File: src/rtl/toggle_event_decoder.sv
// toggle_event_decoder: receive side of a toggle-encoded event link.
// Synchronises tog_in, turns each level change into a one-cycle evt_pulse,
// keeps a wrapping event count and a saturating pending-event counter that is
// drained through a valid/ready handshake.
//
// state | meaning
// ------+---------------------------------------------------------------
// WARM  | after reset; last-sample tracks sync output, no events raised
// RUN   | normal detection: every sync_out change yields one evt_pulse
module toggle_event_decoder #(
  parameter int SYNC_STAGES = 2,
  parameter int CNT_WIDTH   = 8,
  parameter int PEND_WIDTH  = 4
) (
  input  logic                  clk,
  input  logic                  rst,
  input  logic                  tog_in,
  input  logic                  clr,
  input  logic                  evt_ready,
  output logic                  evt_valid,
  output logic                  evt_pulse,
  output logic [CNT_WIDTH-1:0]  evt_count,
  output logic [PEND_WIDTH-1:0] pend_count,
  output logic                  overflow
);

  localparam int WARM_W = $clog2(SYNC_STAGES + 1);
  localparam logic [WARM_W-1:0]     WARM_LOAD = WARM_W'(SYNC_STAGES);
  localparam logic [PEND_WIDTH-1:0] PEND_CAP  = '1;

  typedef enum logic {WARM, RUN} state_t;

  state_t                 state_q, state_d;
  logic [WARM_W-1:0]      warm_cnt_q, warm_cnt_d;
  logic [SYNC_STAGES-1:0] sync_q;
  logic                   sync_out;
  logic                   last_q;
  logic                   toggle;
  logic                   accept;
  logic                   ovf_set;

  assign sync_out  = sync_q[SYNC_STAGES-1];
  assign evt_valid = (pend_count != '0);
  assign accept    = evt_valid & evt_ready;
  // A pulse that meets a full buffer with no simultaneous accept is lost.
  assign ovf_set   = evt_pulse & ~accept & (pend_count == PEND_CAP);

  // Synchroniser chain and last-sample register for edge detection.
  always_ff @(posedge clk or posedge rst) begin
    if (rst) begin
      sync_q <= '0;
      last_q <= 1'b0;
    end else begin
      sync_q <= {sync_q[SYNC_STAGES-2:0], tog_in};
      last_q <= sync_out;
    end
  end

  // Warm-up FSM state and down-counter registers.
  always_ff @(posedge clk or posedge rst) begin
    if (rst) begin
      state_q    <= WARM;
      warm_cnt_q <= WARM_LOAD;
    end else begin
      state_q    <= state_d;
      warm_cnt_q <= warm_cnt_d;
    end
  end

  // Next-state logic: WARM spans SYNC_STAGES+1 edges, then toggles are live.
  always_comb begin
    state_d    = state_q;
    warm_cnt_d = warm_cnt_q;
    toggle     = 1'b0;
    case (state_q)
      WARM: begin
        if (warm_cnt_q == '0) state_d = RUN;
        else                  warm_cnt_d = warm_cnt_q - 1'b1;
      end
      RUN: toggle = sync_out ^ last_q;
      default: state_d = WARM;
    endcase
  end

  // Registered event strobe and wrapping event counter (clr wins).
  always_ff @(posedge clk or posedge rst) begin
    if (rst) begin
      evt_pulse <= 1'b0;
      evt_count <= '0;
    end else begin
      evt_pulse <= toggle;
      if (clr)            evt_count <= '0;
      else if (evt_pulse) evt_count <= evt_count + 1'b1;
    end
  end

  // Pending-event counter; simultaneous inc and accept cancel even when full.
  always_ff @(posedge clk or posedge rst) begin
    if (rst) begin
      pend_count <= '0;
    end else begin
      case ({evt_pulse, accept})
        2'b10:   if (pend_count != PEND_CAP) pend_count <= pend_count + 1'b1;
        2'b01:   pend_count <= pend_count - 1'b1;
        default: pend_count <= pend_count;
      endcase
    end
  end

  // Sticky overflow flag; a new loss in the same cycle as clr keeps it set.
  always_ff @(posedge clk or posedge rst) begin
    if (rst)          overflow <= 1'b0;
    else if (ovf_set) overflow <= 1'b1;
    else if (clr)     overflow <= 1'b0;
  end

endmodule

File: config.mk
export PLATFORM = sky130hd
export DESIGN_NAME = toggle_event_decoder
export DESIGN_NICKNAME = d
export VERILOG_FILES = /design/src/rtl/toggle_event_decoder.sv
export SDC_FILE = /design/constraint.sdc
export NUM_CORES = 1
export LEC_CHECK = 0
export ABC_CLOCK_PERIOD_IN_PS = 5650
export BUFFER_PORTS_ARGS = -buffer_cell sky130_fd_sc_hd__buf_4
export CAP_MARGIN = 20
export CORE_UTILIZATION = 32
export CTS_BUF_LIST = sky130_fd_sc_hd__clkbuf_8
export DETAILED_ROUTE_END_ITERATION = 6
export GPL_TIMING_DRIVEN = 0
export PLACE_DENSITY_LB_ADDON = 0.2
export SLEW_MARGIN = 10
export SYNTH_ARGS = -nofsm -noshare
export SYNTH_HDL_FRONTEND = slang
export SYNTH_SLANG_ARGS = --single-unit
File: constraint.sdc
create_clock -name clk -period 5.65 [get_ports clk]
set_clock_uncertainty 0.05 [all_clocks]
set_input_delay 0.565 -clock clk [delete_from_list [all_inputs] [get_ports clk]]
set_output_delay 0.565 -clock clk [all_outputs]
set_load 0.01 [all_outputs]
==> summary.txt <==
Routing
  – Iter 0 DRT Violations: 21
  – Mean routed wirelength per cell: 12.34 µm
  – Remaining antenna violation count: 0
  – WL met3: 85 µm
  – DR vias: 692
  – Final Routed Wirelength: 1740 µm
  – DRC viols: 3
  – Max Used Layer: met4
  – Vias per inst: 4.908
  – Met2 routed WL: 837 µm
  – DR pass1 iterations: 5
  – Met1 WL: 796 µm

Timing
  – Final setup violation count: 0
  – Fin. Hold Viols: 0
  – Max Slew Vio Count: 0
  – Worst-Margin Slew: 732.6 ps
  – Minimum hold slack: 300.0 ps
  – Max transition margin: 51.11%
  – Setup_tns: 0 ps
  – Final period util: 44.23%
  – RSZ-0062 raised after global routing: no
  – Final min period: 2499 ps
  – Peak Freq: 400.1 MHz

Critical path
  – Startpoint type of the worst setup path: flop
  – Worst path top cell family by delay: simple AND/OR/NAND/NOR gates
  – WP buf/inv: 1
  – WP data required: 5780 ps
  – CP max stage delay: 590 ps
  – CP cell instances: or4_4, nand3b_1, inv_1, ha_1, a21o_2, a21oi_1, mux2i_1, xor2_1
  – Worst setup path start: pend_count[0]
  – FF-to-FF Start: pend_count[0]
  – Crit Path Category: flop to flop
  – Crit path DAT: 2630 ps
  – CP endpoint kind: flop
  – Slowest-stage cell, CP: or4_4
  – Worst-path fanout max: 8

Power and ir drop
  – Seq pwr share: 44.5%
  – Switching Fraction: 33.52%
  – Clk network pwr share: 20.6%
  – Pleak: 0.5774 nW
  – Internal power: 0.0002970 W
  – Peak supply drop: 0.1721 mV
  – Cell Pwr Density: 375.0 nW/µm²
  – Psw: 0.0001497 W
  – Combinational Power Share: 34.9%

Cells and area
  – Final instance area: 1191 µm²
  – Layout cells sized above 1: 26.36%
  – Core Util, Final: 42.11%
  – Layout area overhead: 22.52%
  – Antenna diodes: 0
  – Layout net count: 121

Yosys
  – Synth Area per Inst: 11.05 µm²
  – EDFF count, synth: 0
  – Synth warn: 0
  – Largest family of logic cells by synthesized area: simple AND/OR/NAND/NOR gates
  – Seq/Total Area, Yosys: 51.61%
  – Ys flop type: dfrtp_1
  – Most numerous cell in the Yosys netlist: dfrtp_1
  – Post-synth top area cell: dfrtp_1
  – Synth Area in XOR/XNOR: 10.81%
  – Post-Synth Adder-Cell Area: 7.207%
  – Synth Area in Compound Gates: 7.593%
  – Synth Area in Simple Gates: 13.77%
  – Post-synthesis mux area share: 4.633%
  – Total nets after synthesis: 98
  – Synth Register Bits: 20
  – Unique masters post-synth: 29
  – Post-synthesis cell area: 972.2 µm²
  – Synth area leaders: dfrtp_1 49%, xor2_1 7.2%, ha_1 5.1%
  – Yosys top cell area share: 48.91%
  – Synth Instances: 88
  – Synth cell count leaders: 19 x dfrtp_1, 9 x nor2_1, 8 x inv_1, 8 x xor2_1, 5 x nand2_1
  – Asr flop ratio synth: 100.0%

Floorplan
  – Rows: 19
  – Top-Level Pins: 20
  – Core Area: 2829 µm²
  – Die area: 3263 µm²
  – Horiz. Die Dim: 57.12 µm
  – Die extent in y: 57.12 µm
  – Initial Util: 34.37%

Clock network
  – Post-CTS setup buffer count: 0
  – Resize count post-CTS: 0
  – Clock transition at path regs: 70 ps
  – Inserted Clock Buffers: 3
  – Clk Latency, worst-skew pair: 260 ps
  – TritonCTS clock tree: built
  – Clock buffer depth: 2
  – H-Tree Depth: 1
  – TritonCTS sink count: 20
  – Root buffer cell: clkbuf_8
  – CTS Hold Bufs: 0

Placement
  – RePlAce Congestion: 0.7107
  – DP Wirelength: 1289 µm
  – PortBufs: 18
  – Placed Area: 1146 µm²

GRT
  – GRT Util Overall: 12.58%
  – Global-route wire length before repair: 3118 µm
  – Overflow after GRT: 0
  – Pin count of the biggest net entering global routing: 21
  – Vias in the first global route: 711
  – Initial antenna violation count: 0

Min path
  – HP Start: sync_q[0]
  – Worst Hold Class: flop to flop

Status
  – Failing checks: DRC
  – Status: finished, violations left

Flow run
  – Max_cap viols: 0
## metrics by stage
| stage | setup WS (ps) | std cells | total power (W) |
|---|---|---|---|
| after floorplan | 3263 | 88 | 0.0003008 |
| after global placement | 3155 | 137 | 0.0003539 |
| after detailed placement | 3146 | 137 | 0.0003600 |
| after CTS | 3123 | 141 | 0.0004553 |
| after global routing | 3000 | 141 | 0.0004853 |
| final | 3151 | 141 | 0.0004467 |
## placed cells by master, fill, tap and decap left out, types with 3 or more instances in the layout
master / synthesis / routed
buf_4: 0 / 18
xnor2_1: 4 / 4
inv_1: 8 / 9
ha_1: 4 / 4
dfrtp_1: 19 / 19
nand3_1: 4 / 4
nand2_1: 5 / 5
nor2_1: 9 / 9
nand4_1: 3 / 3
xor2_1: 8 / 8
clkbuf_8: 0 / 3
mux2i_1: 3 / 3
## sequential cells by signal, indices dropped and copies added (netlist names)
name        count
state_q         1
evt_pulse       1
overflow        1
pend_count      4
last_q          1
sync_q          2
warm_cnt_q      2
evt_count       8
## cell type report
class	instances	area [µm²]
buffer	3	12.51
clock buffer	3	41.29
sequential	20	501.7
clock inverter	1	3.754
fill	292	1638
timing repair buffer	18	135.1
inverter	8	30.03
tap	31	38.79
multi-input combinational	57	427.9
## cells by family after synthesis
| logic type | count (synthesis) |
|---|---|
| simple gates | 27 |
| flops | 20 |
| xor+xnor | 12 |
| buf+inv | 11 |
| compound gates | 9 |
| fa+ha+maj | 5 |
| mux | 4 |
## power groups by stage
stage | sequential, W | combinational, W | clock [W]
2_1_floorplan | 0.000203 | 0.0000979 | 0
3_3_place_gp | 0.000201 | 0.000153 | 0
3_5_place_dp | 0.000202 | 0.000158 | 0
4_1_cts | 0.000199 | 0.000158 | 0.0000978
5_1_grt | 0.000204 | 0.000175 | 0.000106
6_report | 0.000199 | 0.000156 | 0.0000920
## layer usage
| layer | GRT usage, % | up-vias |
|---|---|---|
| met5 | 0 | - |
| met4 | 4.181 | 0 |
| met3 | 4.762 | 4 |
| met2 | 19.66 | 14 |
| met1 | 16.18 | 335 |
| li1 | - | 339 |
## final timing paths
kind	endpoint	slack [ps]	cells past startpoint
max	pend_count[3]	3150	8
min	sync_q[1]	300	0
max reg2reg	pend_count[3]	3150	8
min reg2reg	sync_q[1]	300	0
max in group asynchronous	warm_cnt_q[0]	4700	2
min in group asynchronous	pend_count[1]	380	2
No activity file was read; power rests on OpenSTA's default activity.
